$ cat config.mk
export PLATFORM = sky130hd
export DESIGN_NAME = alu
export DESIGN_NICKNAME = d
export VERILOG_FILES = /design/src/rtl/alu_pkg.sv /design/src/rtl/alu_adder.sv /design/src/rtl/alu.sv
export SDC_FILE = /design/constraint.sdc
export NUM_CORES = 1
export LEC_CHECK = 0
export BUFFER_PORTS_ARGS = -buffer_cell sky130_fd_sc_hd__buf_4
export CAP_MARGIN = 30
export CORE_ASPECT_RATIO = 1.75
export CORE_MARGIN = 2
export CORE_UTILIZATION = 60
export CTS_CLUSTER_DIAMETER = 30
export DETAILED_ROUTE_END_ITERATION = 8
export GPL_ROUTABILITY_DRIVEN = 0
export GPL_TIMING_DRIVEN = 1
export MAX_ROUTING_LAYER = met4
export PLACE_DENSITY = 0.88
export SYNTH_ARGS = -nofsm -noshare
export SYNTH_HDL_FRONTEND = slang
export SYNTH_SLANG_ARGS = --single-unit
$ cat constraint.sdc
create_clock -name clk -period 0.9 [get_ports clk]
set_clock_uncertainty 0.1 [all_clocks]
set_input_delay 0.09 -clock clk [delete_from_list [all_inputs] [get_ports clk]]
set_output_delay 0.09 -clock clk [all_outputs]
set_load 0.01 [all_outputs]
$ cat src/rtl/alu_pkg.sv
// Shared definitions for the registered ALU.
//   ALU_W    : default datapath width
//   alu_op_e : 3-bit operation encoding driven on ctrl
package alu_pkg;

  localparam int unsigned ALU_W = 32;

  typedef enum logic [2:0] {
    ALU_AND  = 3'b000,
    ALU_OR   = 3'b001,
    ALU_ADD  = 3'b010,
    ALU_XOR  = 3'b011,
    ALU_ANDN = 3'b100,
    ALU_ORN  = 3'b101,
    ALU_SUB  = 3'b110,
    ALU_SLT  = 3'b111
  } alu_op_e;

endpackage

$ cat src/rtl/alu_adder.sv
// Combinational adder with carry-in, shared by ADD, SUB and SLT.
//   a_i, b_i : operands (b_i is already inverted by the caller for subtraction)
//   cin_i    : carry-in (1 for subtraction)
//   sum_o    : modulo 2^WIDTH sum
//   cout_o   : carry out of the top bit
//   ovf_o    : two's-complement overflow of the addition
module alu_adder
  import alu_pkg::*;
#(
  parameter int unsigned WIDTH = ALU_W
) (
  input  logic [WIDTH-1:0] a_i,
  input  logic [WIDTH-1:0] b_i,
  input  logic             cin_i,
  output logic [WIDTH-1:0] sum_o,
  output logic             cout_o,
  output logic             ovf_o
);

  logic [WIDTH:0] full_sum;

  always_comb begin
    full_sum = {1'b0, a_i} + {1'b0, b_i} + {{WIDTH{1'b0}}, cin_i};
    sum_o    = full_sum[WIDTH-1:0];
    cout_o   = full_sum[WIDTH];
    // Same-sign operands producing a differently-signed result.
    ovf_o    = (a_i[WIDTH-1] == b_i[WIDTH-1]) && (sum_o[WIDTH-1] != a_i[WIDTH-1]);
  end

endmodule

$ cat src/rtl/alu.sv
// Registered 32-bit ALU for the execute stage. One operation per cycle,
// result and flags registered on the rising clock edge.
//   clk   : clock, rising edge
//   rst_n : asynchronous active-low reset, clears all outputs
//   a, b  : operands
//   ctrl  : operation select (see alu_pkg::alu_op_e)
//   y     : registered result
//   cout  : registered carry-out (ADD carry, SUB/SLT no-borrow, 0 for logic ops)
//   ovf   : registered signed overflow, only when ALU_OVERFLOW_EN is defined
module alu
  import alu_pkg::*;
#(
  parameter int unsigned WIDTH = ALU_W
) (
  input  logic             clk,
  input  logic             rst_n,
  input  logic [WIDTH-1:0] a,
  input  logic [WIDTH-1:0] b,
  input  logic [2:0]       ctrl,
`ifdef ALU_OVERFLOW_EN
  output logic             ovf,
`endif
  output logic [WIDTH-1:0] y,
  output logic             cout
);

  alu_op_e op;
  logic             is_sub;
  logic [WIDTH-1:0] add_b;
  logic [WIDTH-1:0] add_sum;
  logic             add_cout;
  logic             add_ovf;
  logic             slt;

  logic [WIDTH-1:0] y_d, y_q;
  logic             cout_d, cout_q;
  logic             ovf_d;

  assign op     = alu_op_e'(ctrl);
  assign is_sub = (op == ALU_SUB) || (op == ALU_SLT);
  assign add_b  = is_sub ? ~b : b;

  alu_adder #(
    .WIDTH (WIDTH)
  ) u_adder (
    .a_i    (a),
    .b_i    (add_b),
    .cin_i  (is_sub),
    .sum_o  (add_sum),
    .cout_o (add_cout),
    .ovf_o  (add_ovf)
  );

  // Sign of the difference corrected for overflow gives the true signed compare.
  assign slt = add_sum[WIDTH-1] ^ add_ovf;

  always_comb begin
    y_d    = '0;
    cout_d = 1'b0;
    ovf_d  = 1'b0;
    unique case (op)
      ALU_AND:  y_d = a & b;
      ALU_OR:   y_d = a | b;
      ALU_XOR:  y_d = a ^ b;
      ALU_ANDN: y_d = a & ~b;
      ALU_ORN:  y_d = a | ~b;
      ALU_ADD, ALU_SUB: begin
        y_d    = add_sum;
        cout_d = add_cout;
        ovf_d  = add_ovf;
      end
      ALU_SLT: begin
        y_d    = {{(WIDTH-1){1'b0}}, slt};
        cout_d = add_cout;
        ovf_d  = add_ovf;
      end
      default: y_d = '0;
    endcase
  end

  always_ff @(posedge clk or negedge rst_n) begin
    if (!rst_n) begin
      y_q    <= '0;
      cout_q <= 1'b0;
    end else begin
      y_q    <= y_d;
      cout_q <= cout_d;
    end
  end

  assign y    = y_q;
  assign cout = cout_q;

`ifdef ALU_OVERFLOW_EN
  logic ovf_q;

  always_ff @(posedge clk or negedge rst_n) begin
    if (!rst_n) begin
      ovf_q <= 1'b0;
    end else begin
      ovf_q <= ovf_d;
    end
  end

  assign ovf = ovf_q;
`else
  logic unused_ovf;
  assign unused_ovf = ovf_d;
`endif

endmodule

==> metrics, run 1 <==
synthesized area=4350 sq um; Clock Sinks=33; CTS root buf=clkbuf_16; num rows=41; Placed Cells incl. Taps=876; Error=[ERROR DPL-0033] detailed placement checks failed during check placement.; top_reg_cell synth=dfrtp_1; hold buffers post-CTS=1; CTS Buffer Depth=2; PostCTS Resize Cnt=101; syn nets=683; postcts setup bufs=18; Seq/Total Area, Yosys=0.190; Synth Instances=579; Chip Height=117 um; Failed at=4_1_cts; status=aborted with a tool error; Ys Warns=0; IO Count=102; #FFs+latches synth=33; IO buf count=101; Synth cell types=51; CTS H-tree depth=2; Initial Utilization=0.609; number of enable flip-flop cells after synthesis=0; post-DP HPWL=13000 um; Die W=68.3 um; pre-CTS WS=-1.97 ns; async set or reset register ratio after synthesis=1.00; mean post-synth cell area=7.51 sq um; TritonCTS buffer count=5
## cell usage after synthesis, types with 2 or more instances
| cell | instances | area share |
|---|---|---|
| a21o_1 | 16 | 0.028 |
| and3_1 | 3 | 0.0043 |
| nor2_1 | 43 | 0.037 |
| nand2_1 | 25 | 0.022 |
| nand3_1 | 11 | 0.013 |
| xor2_1 | 44 | 0.089 |
| a211o_1 | 2 | 0.0040 |
| nand4_1 | 4 | 0.0058 |
| a221o_1 | 5 | 0.012 |
| o21bai_1 | 2 | 0.0035 |
| a31oi_1 | 3 | 0.0043 |
| o31ai_1 | 4 | 0.0069 |
| o21ai_0 | 80 | 0.092 |
| xnor2_1 | 46 | 0.093 |
| o2111ai_1 | 2 | 0.0040 |
| o21ai_1 | 19 | 0.022 |
| o211ai_1 | 5 | 0.0086 |
| a211oi_1 | 6 | 0.010 |
| dfrtp_1 | 33 | 0.19 |
| a21oi_1 | 83 | 0.096 |
| clkbuf_1 | 21 | 0.018 |
| a2111oi_0 | 2 | 0.0040 |
| inv_1 | 10 | 0.0086 |
| o31a_1 | 2 | 0.0040 |
| nor3b_1 | 2 | 0.0035 |
| o21a_1 | 3 | 0.0052 |
| ha_1 | 34 | 0.098 |
| nor3_1 | 4 | 0.0046 |
| nand2b_1 | 6 | 0.0086 |
| buf_1 | 2 | 0.0017 |
| and2_1 | 2 | 0.0029 |
| a21boi_1 | 2 | 0.0035 |
| nor2b_1 | 35 | 0.050 |
## per-stage QoR
stage                util  instance area [sq um]  hold WS, ns
floorplan               -                   4510       -0.306
detailed placement  0.879                   6270      -0.0468
global placement    0.879                   6270      -0.0500
## cell families after synthesis
kind of cell / Yosys count / share of synthesized area
AO/OA/AOI/OAI: 247 / 0.336
AND/OR/NAND/NOR: 140 / 0.160
XOR/XNOR: 90 / 0.181
adder cells (fa/ha/maj): 35 / 0.103
buffers and inverters: 34 / 0.0297
flip-flops: 33 / 0.190
==> run 2, diff against run 1 <==
--- a/config.mk
+++ b/config.mk
@@ -7,15 +7,12 @@
 export LEC_CHECK = 0
 export BUFFER_PORTS_ARGS = -buffer_cell sky130_fd_sc_hd__buf_4
 export CAP_MARGIN = 30
-export CORE_ASPECT_RATIO = 1.75
 export CORE_MARGIN = 2
-export CORE_UTILIZATION = 60
-export CTS_CLUSTER_DIAMETER = 30
+export CORE_UTILIZATION = 40
 export DETAILED_ROUTE_END_ITERATION = 8
 export GPL_ROUTABILITY_DRIVEN = 0
 export GPL_TIMING_DRIVEN = 1
-export MAX_ROUTING_LAYER = met4
-export PLACE_DENSITY = 0.88
+export PLACE_DENSITY_LB_ADDON = 0.15
 export SYNTH_ARGS = -nofsm -noshare
 export SYNTH_HDL_FRONTEND = slang
 export SYNTH_SLANG_ARGS = --single-unit
==> metrics, run 2 <==
number of global-route vias before repair=5557; violated checks=negative setup slack; class of the worst hold path=in -> reg; largest family of logic cells by synthesized area=compound AO/OA/AOI/OAI gates; final-report hold violation count=0; most common cell after layout, fill and taps aside=buf_4; IO buf count=101 (unchanged); mean post-synth cell area=7.51 sq um (unchanged); VDD IR max=0.652 mV; TritonCTS buffer count=5 (unchanged); post-synthesis mux area share=0 (unchanged); clock power share=0.138; synthesized area=4350 sq um (unchanged); Seq/Total Area, Yosys=0.190 (unchanged); Sw Ratio=0.404; largest net degree at the start of global routing=38; period utilization=2.74; share of layout cells above drive strength 1=0.454; post-synthesis compound-gate area fraction=0.336 (unchanged); CP Max Fanout=8; simple-gate share of the synthesized area=0.160 (unchanged); Cell Pwr Density=1200 nW/um^2; post-DP HPWL=11700 um (-10%); Post-Layout Cell Count=988; top_reg_cell synth=dfrtp_1; global route overflow=0; CP startpoint kind=primary input; Post-synth top cells=a21oi_1 (83), o21ai_0 (80), xnor2_1 (46); Crit path depth=15; Synth Instances=579 (unchanged); final slew viol count=0; number of enable flip-flop cells after synthesis=0 (unchanged); fin worst setup slack=-1.57 ns; Ys Warns=0 (unchanged); Fill cells=769; fin crit period=2.47 ns; most frequent cells in the layout=buf_4 (222), o21ai_0 (67), a21oi_1 (65); first-pass GRT wire length=26800 um; Chip Height=108 um (-7.2%); Static Leak=3.47 nW; area leader, netlist=dfrtp_1; Worst path top cell family by delay=compound AO/OA/AOI/OAI gates; Pre-antenna DRT Iters=5; Area Overhead vs Synth=77.4%; async set or reset register ratio after synthesis=1.00 (unchanged); register share of total power=0.200; drt initial violations=440; status=finished, violations left; P_int=5.50 mW; top-area cell type share of the netlist area=0.190 (unchanged); RSZ-0062 raised after global routing=true; top-count cell post-synth=a21oi_1; Die W=108 um (+58%); IO Count=102 (unchanged); slowest stage cell, crit path=xnor2_4; max incr delay on CP=0.25 ns; syn nets=683 (unchanged); CTS root buf=clkbuf_8; die area=11700 sq um; combinational group share of total power=0.663; #FFs+latches synth=33 (unchanged); crit-path cells=buf_8, nand2_8, buf_12, xnor2_4, ha_4, a21o_1, a21oi_4, a211oi_4, buf_6, buf_6, o31ai_4, nand2b_1, a31oi_1, xor2_1, o21ai_1; worst slew pin tran=0.425 ns; Critical Path AT=2.56 ns; Placed Cells incl. Taps=946 (+8.0%); CORE AREA=10700 sq um; endpoint class of the critical path=flip-flop; CTS H-tree depth=2 (unchanged); Post-DRT Antenna Nets=0; TritonCTS clock tree=built; vias per inst=5.70; Post-Synth Adder-Cell Area=0.103 (unchanged); Psw=3.73 mW; endpoints failing setup=66; Crit path required time=1.00 ns; Reg clk slew, reported paths=0.09 ns; Routed wire per std cell=17.9 um; DRC viols=0; Clock Sinks=33 (unchanged); max reg flops=32; Hold Path Depth=4; CTS Buffer Depth=2 (unchanged); Max Cap Viol=0; Max Clock Freq=405 MHz; Max transition margin=0.716; Setup Crit Path Kind=in -> reg; initial antenna violation count=0; hold slack=0.101 ns; Tot GR Track Use=0.288; final wirelength=17700 um; num rows=38 (-7.3%); ranking of synthesized cells by area=dfrtp_1 (19%), ha_1 (9.8%), a21oi_1 (9.6%); via count=5635; Initial Utilization=0.406 (-0.203); Synth cell types=51 (unchanged); Antenna diodes=0; number of buffers and inverters on the critical path=4; Most common cell on crit path=buf_6; Post-Synth XOR/XNOR Area=0.181 (unchanged); Final Net Count=951
==> run 2: cell counts after synthesis <==
Identical to the previous run, type by type.
==> run 2: power groups by stage <==
stage | Combinational (mW) | Sequential, mW | Clock (mW)
after floorplan | 2.33 | 1.93 | 0
after global placement | 4.54 | 1.82 | 0
after detailed placement | 4.64 | 1.82 | 0
after CTS | 5.57 | 1.84 | 1.28
after global routing | 6.52 | 1.86 | 1.33
final | 6.12 | 1.84 | 1.27
==> run 2: worst paths after layout <==
path | start | slack, ns | to
min in group asynchronous | rst_n | 0.20 | y[16]
worst min-delay path | a[25] | 0.10 | y[25]
max in group asynchronous | rst_n | 0.30 | y[23]
worst max-delay path | ctrl[2] | -1.57 | y[16]
==> run 2: area by class of cell <==
class	instances	area [sq um]	area share
clock buffer	6	72.6	0.00941
clock inverter	2	10.0	0.00130
inverter	10	37.5	0.00487
multi-input combinational	512	4150	0.538
sequential	33	826	0.107
tap	140	175	0.0227
timing repair buffer	285	2440	0.317
==> run 2: through the flow <==
| step | setup WS, ns | power [mW] | setup TNS (ns) | util | cell area, sq um |
|---|---|---|---|---|---|
| floorplan | -1.73 | 4.26 | -45.86 | - | 4510 |
| global placement | -1.90 | 6.36 | -52.00 | 0.602 | 6440 |
| CTS | -1.46 | 8.69 | -41.54 | 0.688 | 7360 |
| finish | -1.57 | 9.23 | -44.37 | 0.721 | 7710 |
| detailed placement | -1.93 | 6.47 | -53.89 | 0.602 | 6440 |
| global route | -1.62 | 9.71 | -47.60 | 0.721 | 7710 |
==> run 2: timing repair <==
action | in CTS | in global routing
pin swaps | 62 | 44
setup endpoints to repair | 66 | 66
cloned | 1 | 0
endpoints found under the hold margin | 33 | 0
buffers inserted | 21 | 12
hold buffers | 1 | 0
resized for setup | 137 | 45
==> run 2: tightest hold or removal path, delay by kind of cell <==
| family | cells | cell delay (ns) |
|---|---|---|
| compound gates | 2 | 0.20 |
| xor+xnor | 1 | 0.06 |
| buf+inv | 1 | 0.11 |
==> run 2: cells by family (layout without fill, tap and decap cells) <==
family / after synthesis / after routing
AOI/OAI and AO/OA: 247 / 247
xor gates and xnor gates: 90 / 90
adders and majority gates: 35 / 35
buffers and inverters: 34 / 303
DFF: 33 / 33
and+or+nand+nor: 140 / 140
==> run 2: routing by layer <==
layer	up-vias	GRT usage	part of all wire
li1	2629	-	-
met1	2715	0.366	0.42
met2	252	0.511	0.50
met3	39	0.0374	0.057
met4	0	0.0806	0.025
met5	-	0	0
(Power assumes the default switching activity.)
==> run 3, diff against run 2 <==
--- a/config.mk
+++ b/config.mk
@@ -6,7 +6,7 @@
 export NUM_CORES = 1
 export LEC_CHECK = 0
 export BUFFER_PORTS_ARGS = -buffer_cell sky130_fd_sc_hd__buf_4
-export CAP_MARGIN = 30
+export CAP_MARGIN = 20
 export CORE_MARGIN = 2
 export CORE_UTILIZATION = 40
 export DETAILED_ROUTE_END_ITERATION = 8
==> constraint.sdc (replaced) <==
create_clock -name clk -period 2.9 [get_ports clk]
set_clock_uncertainty 0.1 [all_clocks]
set_input_delay 0.29 -clock clk [delete_from_list [all_inputs] [get_ports clk]]
set_output_delay 0.29 -clock clk [all_outputs]
set_load 0.01 [all_outputs]
==> metrics, run 3 (same netlist as run 2, synthesis figures left out) <==
Max Clock Freq=362 MHz; Worst path top cell family by delay=compound AO/OA/AOI/OAI gates; Max transition margin=0.599 (-0.117); total negative setup slack=0 ns (+44.37 ns); Area Overhead vs Synth=32.5%; CTS H-tree depth=2 (unchanged); slowest stage cell, crit path=ha_1; first-pass GRT wire length=22300 um (-17%); post-DP HPWL=10400 um (-11%); Clock Sinks=33 (unchanged); endpoint class of the critical path=flip-flop; Routed wire per std cell=16.3 um (-9.3%); final slew viol count=0 (unchanged); max reg flops=32 (unchanged); Critical Path AT=2.84 ns (+0.28 ns); VDD IR max=0.204 mV (-69%); CTS root buf=clkbuf_8; crit-path cells=buf_4, nand2_8, buf_4, xnor2_1, ha_1, a21o_1, a21oi_1, o2bb2ai_1, o21ai_1, a21oi_2, o211ai_1, nor3b_1, o31ai_1; most frequent cells in the layout=buf_4 (155), a21oi_1 (80), o21ai_0 (80); die area=11700 sq um (unchanged); pre-CTS WS=-0.105 ns (+1.83 ns); TritonCTS clock tree=built; share of layout cells above drive strength 1=0.241 (-0.213); Cell Pwr Density=403 nW/um^2 (-66%); Psw=0.902 mW (-76%); number of global-route vias before repair=4637 (-17%); most common cell after layout, fill and taps aside=buf_4; Post-DRT Antenna Nets=0 (unchanged); combinational group share of total power=0.552 (-0.111); IO buf count=101 (unchanged); Sw Ratio=0.389 (-0.0152); drt initial violations=334 (-24%); P_int=1.42 mW (-74%); CTS Buffer Depth=2 (unchanged); period utilization=0.952; RSZ-0062 raised after global routing=false; final-report hold violation count=0 (unchanged); num rows=38 (unchanged); Setup Crit Path Kind=in -> reg; number of buffers and inverters on the critical path=2 (-2); Chip Height=108 um (unchanged); max incr delay on CP=0.34 ns (+0.09 ns); class of the worst hold path=in -> reg; fin crit period=2.76 ns; endpoints failing setup=0 (-100%); Max Cap Viol=0 (unchanged); Final Net Count=822 (-14%); worst slew pin tran=0.602 ns (+0.177 ns); IO Count=102 (unchanged); CORE AREA=10700 sq um (unchanged); vias per inst=5.62 (-1.5%); CP startpoint kind=primary input; Antenna diodes=0 (unchanged); Tot GR Track Use=0.239 (-0.0493); CP Max Fanout=10 (+2); status=finished clean; initial antenna violation count=0 (unchanged); Crit path required time=2.98 ns (+1.98 ns); via count=4827 (-14%); Pre-antenna DRT Iters=5 (unchanged); register share of total power=0.238 (+0.038); postcts setup bufs=0 (-100%); Static Leak=2.57 nW (-26%); Die W=108 um (unchanged); Reg clk slew, reported paths=0.08 ns (about the same); Most common cell on crit path=buf_4; hold slack=0.221 ns (+0.120 ns); final wirelength=14000 um (-21%); DRC viols=0 (unchanged); TritonCTS buffer count=5 (unchanged); global route overflow=0 (unchanged); Initial Utilization=0.406 (unchanged); largest net degree at the start of global routing=39 (+2.6%); clock power share=0.210 (+0.072); fin worst setup slack=0.139 ns (+1.71 ns)
## run 3: changes by cell type in the layout (fill, tap and decap cells not counted), sizes merged
| cell | delta |
|---|---|
| buf | -129 |
| clkbuf | +1 |
| bufinv | +1 |
| clkinv | -2 |
## run 3: metrics by stage
step / std cells / util / total power, mW / area (sq um)
finish: 859 / 0.538 / 2.32 / 5760
global route: 859 / 0.538 / 2.48 / 5760
floorplan: 579 / - / 1.30 / 4430
detailed placement: 850 / 0.526 / 1.82 / 5630
global placement: 850 / 0.526 / 1.80 / 5630
CTS: 859 / 0.538 / 2.33 / 5750
## run 3: final cells by class
cell class,count,area (sq um)
Clock inverter,1,30.0
Clock buffer,7,86.3
Tap cell,140,175
Multi-Input combinational cell,512,3430
Inverter,10,37.5
Sequential cell,33,826
Timing Repair Buffer,156,1170
Fill cell,1069,4940
## run 3: tightest hold or removal path: stages
cell and delay (ns):
buf_4 0.11, a211oi_1 0.07, a21oi_1 0.11
## run 3: final timing paths
| path | slack [ns] | cells after the start | startpoint | endpoint |
|---|---|---|---|---|
| max | 0.14 | 13 | ctrl[2] | y[28] |
| min | 0.22 | 3 | a[0] | y[0] |
| max in group asynchronous | 1.97 | 2 | rst_n | y[21] |
| min in group asynchronous | 0.39 | 2 | rst_n | y[7] |
## run 3: timing repair
item                       CTS  global route
hold buffers                 1             0
hold endpoints to repair    33             0
setup endpoints to repair    0             1
gates resized for setup      0             1
## run 3: power by group through the flow
stage          Combinational (mW)  Clock (mW)  Sequential, mW
2_1_floorplan               0.704           0           0.599
3_3_place_gp                 1.24           0           0.561
3_5_place_dp                 1.26           0           0.561
4_1_cts                      1.27       0.503           0.553
5_1_grt                      1.41       0.519           0.557
6_report                     1.28       0.488           0.552
## run 3: per-layer routing
layer | part of all wire | GRT usage | up-vias
li1 | - | - | 2360
met1 | 0.49 | 0.327 | 2303
met2 | 0.45 | 0.392 | 147
met3 | 0.048 | 0.0374 | 17
met4 | 0.013 | 0.0632 | 0
met5 | 0 | 0 | -
==> run 4, diff against run 3 <==
--- a/config.mk
+++ b/config.mk
@@ -12,7 +12,8 @@
 export DETAILED_ROUTE_END_ITERATION = 8
 export GPL_ROUTABILITY_DRIVEN = 0
 export GPL_TIMING_DRIVEN = 1
-export PLACE_DENSITY_LB_ADDON = 0.15
+export PLACE_DENSITY = 0.67
 export SYNTH_ARGS = -nofsm -noshare
 export SYNTH_HDL_FRONTEND = slang
+export SYNTH_HIERARCHICAL = 1
 export SYNTH_SLANG_ARGS = --single-unit
==> metrics, run 4 <==
IO buf count=101 (unchanged); Tot Pwr=2.76 mW (+19%); max reg flops=32 (unchanged); CP startpoint kind=primary input; Setup Crit Path Kind=in -> reg; Antenna diodes=0 (unchanged); post-DP HPWL=11900 um (+15%); top-area cell type share of the netlist area=0.171 (-0.0195); period utilization=1.03 (+0.0782); RSZ-0062 raised after global routing=true; Chip Height=114 um (+5.4%); IO Count=102 (unchanged); Reg clk slew, reported paths=0.06 ns (-0.02 ns); Critical Path AT=3.05 ns (+0.21 ns); synthesized area=4840 sq um (+11%); Pre-antenna DRT Iters=6 (+1); Max Clock Freq=335 MHz (-7.6%); class of the worst hold path=in -> reg; violated checks=negative setup slack; TritonCTS clock tree=built; top-count cell post-synth=a21oi_1; top_reg_cell synth=dfrtp_1; async set or reset register ratio after synthesis=1.00 (unchanged); most frequent cells in the layout=buf_4 (207), a21oi_1 (63), o21ai_1 (54); worst slew pin tran=0.691 ns (+0.0896 ns); Crit path required time=2.97 ns (about the same); mean post-synth cell area=8.26 sq um (+10%); drt initial violations=269 (-19%); fin crit period=2.99 ns (+0.227 ns); Seq/Total Area, Yosys=0.171 (-0.0195); global route overflow=0 (unchanged); ranking of synthesized cells by area=dfrtp_1 (17%), xnor2_1 (9.2%), ha_1 (8.0%); die area=13000 sq um (+11%); hold slack=0.322 ns (+0.101 ns); TritonCTS buffer count=5 (unchanged); via count=5246 (+8.7%); crit-path cells=buf_8, nand2_8, xnor2_4, fa_2, fa_2, a21o_1, a221o_2, a21oi_2, o211ai_1, nor4_2, nor3_1, a221o_1; Max Cap Viol=0 (unchanged); slowest stage cell, crit path=a221o_2; CORE AREA=11900 sq um (+11%); largest net degree at the start of global routing=68 (+74%); total negative setup slack=-0.169 ns (-0.169 ns); number of global-route vias before repair=5241 (+13%); Tot GR Track Use=0.237 (-0.00218); CTS H-tree depth=2 (unchanged); CTS root buf=clkbuf_16; Post-synth top cells=a21oi_1 (69), o21ai_1 (58), xnor2_1 (51); VDD IR max=0.220 mV (+7.9%); Final Net Count=878 (+6.8%); CTS Buffer Depth=2 (unchanged); endpoints failing setup=4 (+4); status=finished, violations left; most common cell after layout, fill and taps aside=buf_4; vias per inst=5.68 (+1.0%); final wirelength=15600 um (+12%); num rows=40 (+5.3%); share of layout cells above drive strength 1=0.366 (+0.125); max incr delay on CP=0.43 ns (+0.09 ns); Cell Pwr Density=407 nW/um^2 (+1.1%); #FFs+latches synth=33 (unchanged); DRC viols=0 (unchanged); Clock Sinks=33 (unchanged); number of enable flip-flop cells after synthesis=0 (unchanged); CP Max Fanout=4 (-6); syn nets=688 (+0.73%); Initial Utilization=0.407 (about the same); Max transition margin=0.539 (-0.0597); Routed wire per std cell=16.9 um (+4.1%); final-report hold violation count=0 (unchanged); Area Overhead vs Synth=40.2%; Synth cell types=56 (+9.8%); endpoint class of the critical path=flip-flop; Static Leak=3.08 nW (+19%); Post-DRT Antenna Nets=0 (unchanged); Synth Instances=586 (+1.2%); final slew viol count=0 (unchanged); fin area=6790 sq um (+18%); fin worst setup slack=-0.0882 ns (-0.227 ns); Ys Warns=6 (+6); first-pass GRT wire length=25100 um (+12%); Most common cell on crit path=fa_2; area leader, netlist=dfrtp_1; initial antenna violation count=0 (unchanged); dpl cell area=6460 sq um (+15%); Die W=114 um (+5.4%)
run 4: changes by cell type in the layout (fill, tap and decap cells not counted), sizes merged, moves of 4 or more:
cell,change
nor2,-31
xnor2,+5
a221o,+27
o21ai,-25
o31ai,-4
nor3,+4
a211oi,-5
nand2,+5
a21oi,-13
a21o,-6
nor2b,+31
buf,+57
nand2b,-4
run 4: worst paths after layout:
kind | cells after the start | slack (ns) | endpoint | startpoint
worst max-delay path | 12 | -0.09 | y[30] | ctrl[1]
worst min-delay path | 3 | 0.32 | y[20] | a[20]
max in group asynchronous | 2 | 1.95 | y[29] | rst_n
min in group asynchronous | 2 | 0.40 | y[12] | rst_n
run 4: power by group:
group | switching [mW] | total, mW | internal, mW
registers | 0.0280 | 0.561 | 0.533
logic | 0.820 | 1.67 | 0.845
clock network | 0.223 | 0.539 | 0.316
total | 1.07 | 2.76 | 1.69
run 4: kinds of logic after synthesis:
kind of cell / share of synthesized area
buffers and inverters: 0.0475
AND/OR/NAND/NOR: 0.218
AO/OA/AOI/OAI: 0.304
multiplexers: 0.00439
XOR/XNOR: 0.166
flip-flops: 0.171
adder cells (fa/ha/maj): 0.0884
run 4: final cells by class:
class / instances / area, sq um
Clock buffer: 6 / 129
Clock inverter: 2 / 10.0
Fill cell: 1102 / 5120
Inverter: 12 / 45.0
Multi-Input combinational cell: 511 / 3960
Sequential cell: 33 / 826
Tap cell: 147 / 184
Timing Repair Buffer: 213 / 1640
run 4: per-stage QoR:
step	setup slack, ns	instances	util
6_report	-0.0882	924	0.570
5_1_grt	-0.135	924	0.570
4_1_cts	-0.0180	918	0.560
3_5_place_dp	-0.420	906	0.542
3_3_place_gp	-0.296	906	0.542
2_1_floorplan	-0.325	586	-
run 4: worst max-delay path, delay by kind of cell:
family | cells | cell delay, ns
AND/OR/NAND/NOR | 3 | 0.53
AO/OA/AOI/OAI | 5 | 1.32
XOR/XNOR | 1 | 0.13
adder cells (fa/ha/maj) | 2 | 0.71
buffers and inverters | 1 | 0.09
run 4: repair_timing:
action | CTS | global route
hold endpoints to repair | 33 | 0
gates resized for setup | 8 | 17
cloned | 0 | 0
hold buffers | 1 | 0
setup endpoints to repair | 6 | 16
setup buffers | 3 | 6
pin swaps | 2 | 15
run 4: routing by layer:
metal / routed length, um / GRT usage / part of all wire
met4: 320 / 0.0772 / 0.020
met5: 0 / 0 / 0
met2: 7730 / 0.411 / 0.49
met1: 6900 / 0.308 / 0.44
met3: 677 / 0.0239 / 0.043
